## src/rtl/demux1x4_tdm_pkg.sv

```systemverilog
// Shared constants for the 4:1 TDM channel path.
// Slot geometry and FSM encodings used by both mux and demux sides.
package demux1x4_tdm_pkg;

    localparam int NCH    = 4;
    localparam int SLOT_W = 2;

    typedef enum logic {
        ST_HUNT    = 1'b0,
        ST_COLLECT = 1'b1
    } state_e;

    localparam logic [SLOT_W-1:0] SLOT0 = '0;
    localparam logic [SLOT_W-1:0] SLOT1 = SLOT_W'(1);

endpackage

```

## src/rtl/demux1x4_tdm_demux1x4.sv

```systemverilog
// Combinational 1-to-4 decoder.
// Turns an accept strobe and a slot index into per-slot write enables.
module demux1x4 (
    input  logic in,
    input  logic sel1,
    input  logic sel0,
    output logic out0,
    output logic out1,
    output logic out2,
    output logic out3
);

    assign out0 = in & ~sel1 & ~sel0;
    assign out1 = in & ~sel1 &  sel0;
    assign out2 = in &  sel1 & ~sel0;
    assign out3 = in &  sel1 &  sel0;

endmodule

```

## src/rtl/demux1x4_tdm.sv

```systemverilog
// TDM receive demux: stages four slots, publishes whole frames,
// and flags frame alignment loss with a sticky error.
module demux1x4_tdm
    import demux1x4_tdm_pkg::*;
#(
    parameter int WIDTH = 8
) (
    input  logic              clk,
    input  logic              rst,
    input  logic              in_valid,
    input  logic [WIDTH-1:0]  in_data,
    input  logic              frame_start,
    input  logic              err_clr,
    output logic [WIDTH-1:0]  out0,
    output logic [WIDTH-1:0]  out1,
    output logic [WIDTH-1:0]  out2,
    output logic [WIDTH-1:0]  out3,
    output logic              frame_valid,
    output logic [SLOT_W-1:0] sel,
    output logic              sync_err
);

    state_e            state_q, state_d;
    logic [SLOT_W-1:0] sel_q, sel_d;
    logic [SLOT_W-1:0] wslot;
    logic              accept;
    logic              err_set;
    logic [NCH-1:0]    we;
    logic [WIDTH-1:0]  stg_q [NCH-1];
    logic [WIDTH-1:0]  out_q [NCH];
    logic              fv_q;
    logic              err_q;

    always_ff @(posedge clk or posedge rst) begin
        if (rst) state_q <= ST_HUNT;
        else     state_q <= state_d;
    end

    always_comb begin
        state_d = state_q;
        sel_d   = sel_q;
        if (in_valid) begin
            unique case (state_q)
                ST_HUNT: begin
                    if (frame_start) begin
                        state_d = ST_COLLECT;
                        sel_d   = SLOT1;
                    end
                end
                ST_COLLECT: begin
                    if (frame_start) begin
                        sel_d = SLOT1;
                    end else if (sel_q == SLOT0) begin
                        state_d = ST_HUNT;
                    end else begin
                        // slot 3 wraps to 0 here, on completion only
                        sel_d = sel_q + SLOT1;
                    end
                end
                default: state_d = ST_HUNT;
            endcase
        end
    end

    always_comb begin
        accept  = in_valid &
                  (frame_start |
                   (state_q == ST_COLLECT && sel_q != SLOT0));
        wslot   = frame_start ? SLOT0 : sel_q;
        err_set = in_valid && state_q == ST_COLLECT &&
                  (frame_start ? (sel_q != SLOT0) : (sel_q == SLOT0));
    end

    // we[3] can only fire for a non-start slot-3 sample: frame completion
    demux1x4 u_dec (
        .in   (accept),
        .sel1 (wslot[1]),
        .sel0 (wslot[0]),
        .out0 (we[0]),
        .out1 (we[1]),
        .out2 (we[2]),
        .out3 (we[3])
    );

    always_ff @(posedge clk or posedge rst) begin
        if (rst) begin
            for (int i = 0; i < NCH - 1; i++) stg_q[i] <= '0;
            for (int i = 0; i < NCH; i++)     out_q[i] <= '0;
            fv_q  <= 1'b0;
            sel_q <= SLOT0;
            err_q <= 1'b0;
        end else begin
            for (int i = 0; i < NCH - 1; i++) begin
                if (we[i]) stg_q[i] <= in_data;
            end
            if (we[3]) begin
                out_q[0] <= stg_q[0];
                out_q[1] <= stg_q[1];
                out_q[2] <= stg_q[2];
                out_q[3] <= in_data;
            end
            fv_q  <= we[3];
            sel_q <= sel_d;
            err_q <= err_set | (err_q & ~err_clr);
        end
    end

    assign out0        = out_q[0];
    assign out1        = out_q[1];
    assign out2        = out_q[2];
    assign out3        = out_q[3];
    assign frame_valid = fv_q;
    assign sel         = sel_q;
    assign sync_err    = err_q;

endmodule

```

## config.mk

```make
export PLATFORM = sky130hd
export DESIGN_NAME = demux1x4_tdm
export DESIGN_NICKNAME = d
export VERILOG_FILES = /design/src/rtl/demux1x4_tdm_pkg.sv /design/src/rtl/demux1x4_tdm_demux1x4.sv /design/src/rtl/demux1x4_tdm.sv
export SDC_FILE = /design/constraint.sdc
export NUM_CORES = 1
export LEC_CHECK = 0
export CORE_MARGIN = 5
export CORE_UTILIZATION = 46
export DETAILED_ROUTE_END_ITERATION = 12
export PLACE_DENSITY = 0.84
export SLEW_MARGIN = 20
export SYNTH_ARGS = -nofsm -noshare
export SYNTH_HDL_FRONTEND = slang
export SYNTH_SLANG_ARGS = --single-unit
```

## constraint.sdc

```tcl
create_clock -name clk -period 1.99 [get_ports clk]
set_input_delay 0.398 -clock clk [delete_from_list [all_inputs] [get_ports clk]]
set_output_delay 0.398 -clock clk [all_outputs]
set_load 0.005 [all_outputs]
```

Word level (Yosys, flattened, before mapping)
Index checks and enable logic that the tools add are counted.
Word-level totals
  bits in registers: 61
  bits in latches: 0
  bits in writable memories: 0
  bits in read-only memories: 0
  input bits: 13
  output and inout port bits: 36
  word-level logic and storage cells: 44
  memories: 0
Operators by class
  add/sub/neg operators: 1
  $mul: 0
  divide/modulo/power cells: 0
  order comparisons: 0
  equal/unequal tests: 2
  shifts and indexed selects: 0
  multiplexer cells: 10
  bitwise operators: 14
  reduce and logical (&&, ||, !) cells: 6
Operators by type and width (number)
  1-bit bitwise AND: 8
  2-bit two-way mux: 4
  1-bit two-way mux: 4
  1-bit NOT: 4
  2-bit one-hot mux with 2 select lines: 1
  1-bit logical AND: 3
  3-bit inequality test (second input constant): 1
  3-bit AND reduction: 1
  2-bit by 1-bit adder with 2-bit output (second input constant): 1
  2-bit zero test: 1
  2-bit inequality test (second input constant): 1
  1-bit bitwise OR: 2
  1-bit one-hot mux with 2 select lines: 1
  2-bit nonzero test: 1

Longest topological paths before layout
  depth after elaboration: 6
  gate-level depth with buffers: 7
  mapped depth without buffers: 5

By module
From an unflattened synthesis, not the netlist that was laid out.
Unflattened totals
  cells, all modules: 148
  area, all modules: 2521.2 sq um
Modules (own cells, without submodules)
  demux1x4_tdm: instances 1, cells each 144, area an instance 2483.6 sq um, seq. area each 1526.5 sq um
  demux1x4: instances 1, cells each 4, area an instance 37.5 sq um, seq. area each 0.0 sq um

Least setup slack after synthesis
Ideal clock, no wire load.
  kind: reg2reg
  start point: register sel_q[0], in the netlist sel[0]
  end point: register out_q, in the netlist out0[0]
  library setup time: 125 ps
  arrival time: 1822 ps
  data required time: 1865 ps
  path slack: 43 ps
  stages on the path, launching flop included: 8
  path buffers: 2
  clock period less this slack: 1947 ps
  cell sequence: dfrtp_1 > inv_1 > ha_1 > and4bb_4 > and3_4 > buf_6 > buf_8 > mux2_4
On the way
  longest elaborated chain between the ends: 6
  elaborated cells between the ends (all ways): 7
  classes of those cells: 1 x mux; 4 x bitwise; 2 x reduce/logical
Ends and longest elaborated chain
  start: declaration: RTL line demux1x4_tdm.sv:24  | logic [SLOT_W-1:0] sel_q, sel_d;
  start signal: assignment: RTL line demux1x4_tdm.sv:103  | sel_q <= sel_d;
  2-bit nonzero test: RTL line demux1x4_tdm.sv:68  | (state_q == ST_COLLECT && sel_q != SLOT0));
  1-bit logical AND: RTL line demux1x4_tdm.sv:68
  1-bit bitwise OR: RTL line demux1x4_tdm.sv:67  | (frame_start |
  1-bit bitwise AND: RTL line demux1x4_tdm.sv:66  | accept = in_valid &
  1-bit bitwise AND: RTL line demux1x4_tdm_demux1x4.sv:16  | assign out3 = in & sel1 & sel0;
  1-bit bitwise AND (*): RTL line demux1x4_tdm_demux1x4.sv:16
  end: declaration: RTL line demux1x4_tdm.sv:30  | logic [WIDTH-1:0] out_q [NCH];
Mark *: on every way between the ends. The rest lies on a longest branch, timed or not.
A chain may end at the register's enable or synchronous reset.

Final worst setup path
  start point: register sel_q[1], in the netlist sel[1]
  end point: register out_q, in the netlist out2[5]
On the way
  longest elaborated chain between the ends: 6
  elaborated cells between the ends (all ways): 7
  classes of those cells: 1 x mux; 4 x bitwise; 2 x reduce/logical
Ends and longest elaborated chain (RTL line)
  2-bit nonzero test: demux1x4_tdm.sv:68
  1-bit logical AND: demux1x4_tdm.sv:68
  1-bit bitwise OR: demux1x4_tdm.sv:67
  1-bit bitwise AND: demux1x4_tdm.sv:66
  1-bit bitwise AND (*) (2 in series): demux1x4_tdm_demux1x4.sv:16
Marks and branches as above.

==> flow_summary.json <==
{
  "power_uw": 4940,
  "netlist_top_cells_count": "61 x sky130_fd_sc_hd__dfrtp_1, 29 x sky130_fd_sc_hd__mux2_4, 27 x sky130_fd_sc_hd__mux2_2",
  "min_period_ns": 1.89,
  "fp.dieH_um": 83.6,
  "grt_pass1_wl_mm": 8.01,
  "clkTransAtPathRegs_ns": 0.07,
  "grt_max_degree": 62,
  "critPathKind": "reg -> reg",
  "proportion_of_register_bits_with_asynchronous_set_or_reset_after_synthesis": 1.00,
  "final.setup_skew_ns": 0.00647,
  "synth.yosys.seq_area_share": 0.612,
  "postRouteWirelength_mm": 4.67,
  "p_leak_uw": 0.00150,
  "cts_root_buf": "sky130_fd_sc_hd__clkbuf_8",
  "fmax_ghz": 0.530,
  "globalplace.congestion": 0.808,
  "yosys_warnings": 0,
  "cts_sinks": 61,
  "worst_pin_slew_ns": 0.347,
  "critical_path.cell_chain": "inv_1 > ha_1 > and4bb_4 > and3_4 > buf_12 > mux2_4",
  "vias": 1420,
  "core_region_area_um2": 5170,
  "cts_tree": "built",
  "design.portCount": 49,
  "grt_setup_unrepaired": "false",
  "worstSetupStartpointType": "register",
  "clock_latency_ns": 0.33,
  "detailedRoute.firstIterationViolations": 63,
  "max-slew-margin-rel": 0.765,
  "dieWidth_um": 83.6,
  "report.final.setup_viol": 0,
  "cts_buffers": 9,
  "top_cell_type_s_share_of_synthesized_area": 0.612,
  "antenna-diode-count": 0,
  "cell_family_with_the_largest_share_of_critical_path_delay": "simple AND/OR/NAND/NOR gates",
  "timing.final.crit_share": 0.949,
  "placement_rows": 26,
  "area_growth_from_synthesis_to_layout_pct": 33.3,
  "drv_cap": 0,
  "ctsLongestPathBuffers": 2,
  "r2r_slack_ns": 0.10,
  "grt-ovfl-total": 0,
  "detailed_place_hpwl_mm": 3.23,
  "postCtsHoldBufs": 0,
  "synth_enable_flop_cells": 0,
  "avgSynthCellArea_um2": 17.2,
  "ant_nets": 0,
  "ctsHtreeMaxLevel": 3,
  "crit_slowest_cell": "sky130_fd_sc_hd__and4bb_4",
  "critPathBufInv": 2,
  "final_critical_path_setup_slack_ns": 0.102,
  "power.density_cell_area_nw_per_um2": 1490,
  "hp-class": "in -> async",
  "preCtsSetupSlack_ns": -0.0279,
  "die_area_um2": 7000,
  "postSynth.topFlopCell": "sky130_fd_sc_hd__dfrtp_1",
  "synth_top_cells_by_area": "sky130_fd_sc_hd__dfrtp_1 61%, sky130_fd_sc_hd__mux2_4 17%, sky130_fd_sc_hd__mux2_2 12%",
  "post_synth_instance_area_um2": 2490,
  "critical-path-max-stage-delay_ns": 0.37,
  "synth_cell_types": 22,
  "grt_pass1_vias": 1629,
  "syn-instance-count": 145,
  "gates_resized_cts_repair": 0,
  "share_of_final_layout_standard_cells_stronger_than_drive_strength_1": 0.395,
  "synth_most_common_cell": "sky130_fd_sc_hd__dfrtp_1",
  "post-route-drc-count": 0,
  "cp_max_fo": 15,
  "timing.final.max_slew_violations": 0,
  "arrival_ns": 2.10,
  "place.port_buffers": 48,
  "grt_util_all_layers": 0.144,
  "design.final.nets": 225,
  "status": "finished, final reports clean",
  "vdd.ir_drop.worst_v": 0.000628,
  "setup.worst_path.end_class": "register",
  "route.detailed.wl_per_inst_um": 16.4,
  "drt_first_pass_iters": 3,
  "critPathRequiredTime_ns": 2.20,
  "per_cell_via_count_in_the_routed_design": 4.98,
  "ff_latch_count_synth": 61,
  "synthesized_nets": 160,
  "grt_antenna_before_repair": 0,
  "hold_violations": 0,
  "post_cts.repair.setup_buffers": 0,
  "start_util": 0.482,
  "yosys.area.top_type": "sky130_fd_sc_hd__dfrtp_1"
}
==> where the power goes <==
group          switching [uW]  internal (uW)
logic                     520           1320
clock network             456            519
registers                 334           1800
total                    1310           3630
==> cells in the final DEF, fill, tap and decap left out <==
cell type	n
sky130_fd_sc_hd__a21oi_1	1
sky130_fd_sc_hd__a22oi_1	1
sky130_fd_sc_hd__a31oi_1	1
sky130_fd_sc_hd__and3_4	1
sky130_fd_sc_hd__and3b_1	1
sky130_fd_sc_hd__and4bb_4	1
sky130_fd_sc_hd__buf_12	5
sky130_fd_sc_hd__buf_4	6
sky130_fd_sc_hd__clkbuf_1	2
sky130_fd_sc_hd__clkbuf_8	11
sky130_fd_sc_hd__clkdlybuf4s50_1	48
sky130_fd_sc_hd__clkinv_2	1
sky130_fd_sc_hd__clkinvlp_4	2
sky130_fd_sc_hd__dfrtp_1	61
sky130_fd_sc_hd__ha_1	2
sky130_fd_sc_hd__inv_1	4
sky130_fd_sc_hd__inv_2	1
sky130_fd_sc_hd__mux2_2	27
sky130_fd_sc_hd__mux2_4	29
sky130_fd_sc_hd__mux2i_1	1
sky130_fd_sc_hd__nand2_1	1
sky130_fd_sc_hd__nand2b_1	1
sky130_fd_sc_hd__nand3_1	2
sky130_fd_sc_hd__nor4b_1	1
sky130_fd_sc_hd__o21ai_2	1
sky130_fd_sc_hd__o22a_1	1
sky130_fd_sc_hd__o22ai_1	2
==> path summary, 6_finish.rpt <==
check                               from        to  depth (start not counted)
worst min-delay path                 rst   out0[3]                          3
min in group clk                stg_q[6]   out2[6]                          1
worst min register to register  stg_q[6]   out2[6]                          1
worst max register to register    sel[1]   out2[5]                          6
max in group asynchronous            rst  stg_q[8]                          3
worst max-delay path              sel[1]   out2[5]                          6
==> final cells by class <==
cell class                 instances  area, um2
fill                             361       1850
sequential                        61       1530
multi-input combinational         74        888
timing repair buffer              59        626
clock buffer                      13        159
tap                               70       87.6
clock inverter                     3       20.0
inverter                           5       18.8
==> worst register-to-register path: stages (launching register included) <==
cell and delay [ns]:
sky130_fd_sc_hd__dfrtp_1 0.35, sky130_fd_sc_hd__inv_1 0.08, sky130_fd_sc_hd__ha_1 0.23, sky130_fd_sc_hd__and4bb_4 0.37, sky130_fd_sc_hd__and3_4 0.25, sky130_fd_sc_hd__buf_12 0.18, sky130_fd_sc_hd__mux2_4 0.32
==> layer usage <==
layer / GRT usage / up-vias / part of all wire
li1: - / 648 / -
met1: 0.185 / 726 / 0.45
met2: 0.223 / 37 / 0.48
met3: 0.0444 / 9 / 0.053
met4: 0.0658 / 0 / 0.018
met5: 0 / - / 0
==> metrics by stage <==
stage,cells,hold WS [ns],TNS [ns],cell area (um2),utilization
3_5_place_dp,269,0.486,-0.375,3150,0.608
6_report,285,0.453,0,3330,0.643
4_1_cts,285,0.463,0,3330,0.643
5_1_grt,285,0.502,0,3330,0.643
2_1_floorplan,145,0.474,0,2490,-
3_3_place_gp,269,0.482,0,3150,0.608
==> cells by family (layout without fill, tap and decap cells) <==
group | Yosys count | in the layout | share of synthesized area
compound gates | 7 | 7 | 0.0196
fa+ha+maj | 2 | 2 | 0.0100
buf+inv | 10 | 80 | 0.0321
flops | 61 | 61 | 0.612
mux | 57 | 57 | 0.300
simple gates | 8 | 8 | 0.0261
==> flip-flops by register name, summed over array words and instances, names as in the netlist <==
name and count:
sel 2, out3 8, out0 8, state_q 1
stg_q 24, out1 8, frame_valid 1, sync_err 1
out2 8
Power figures use the tool's default switching activity.
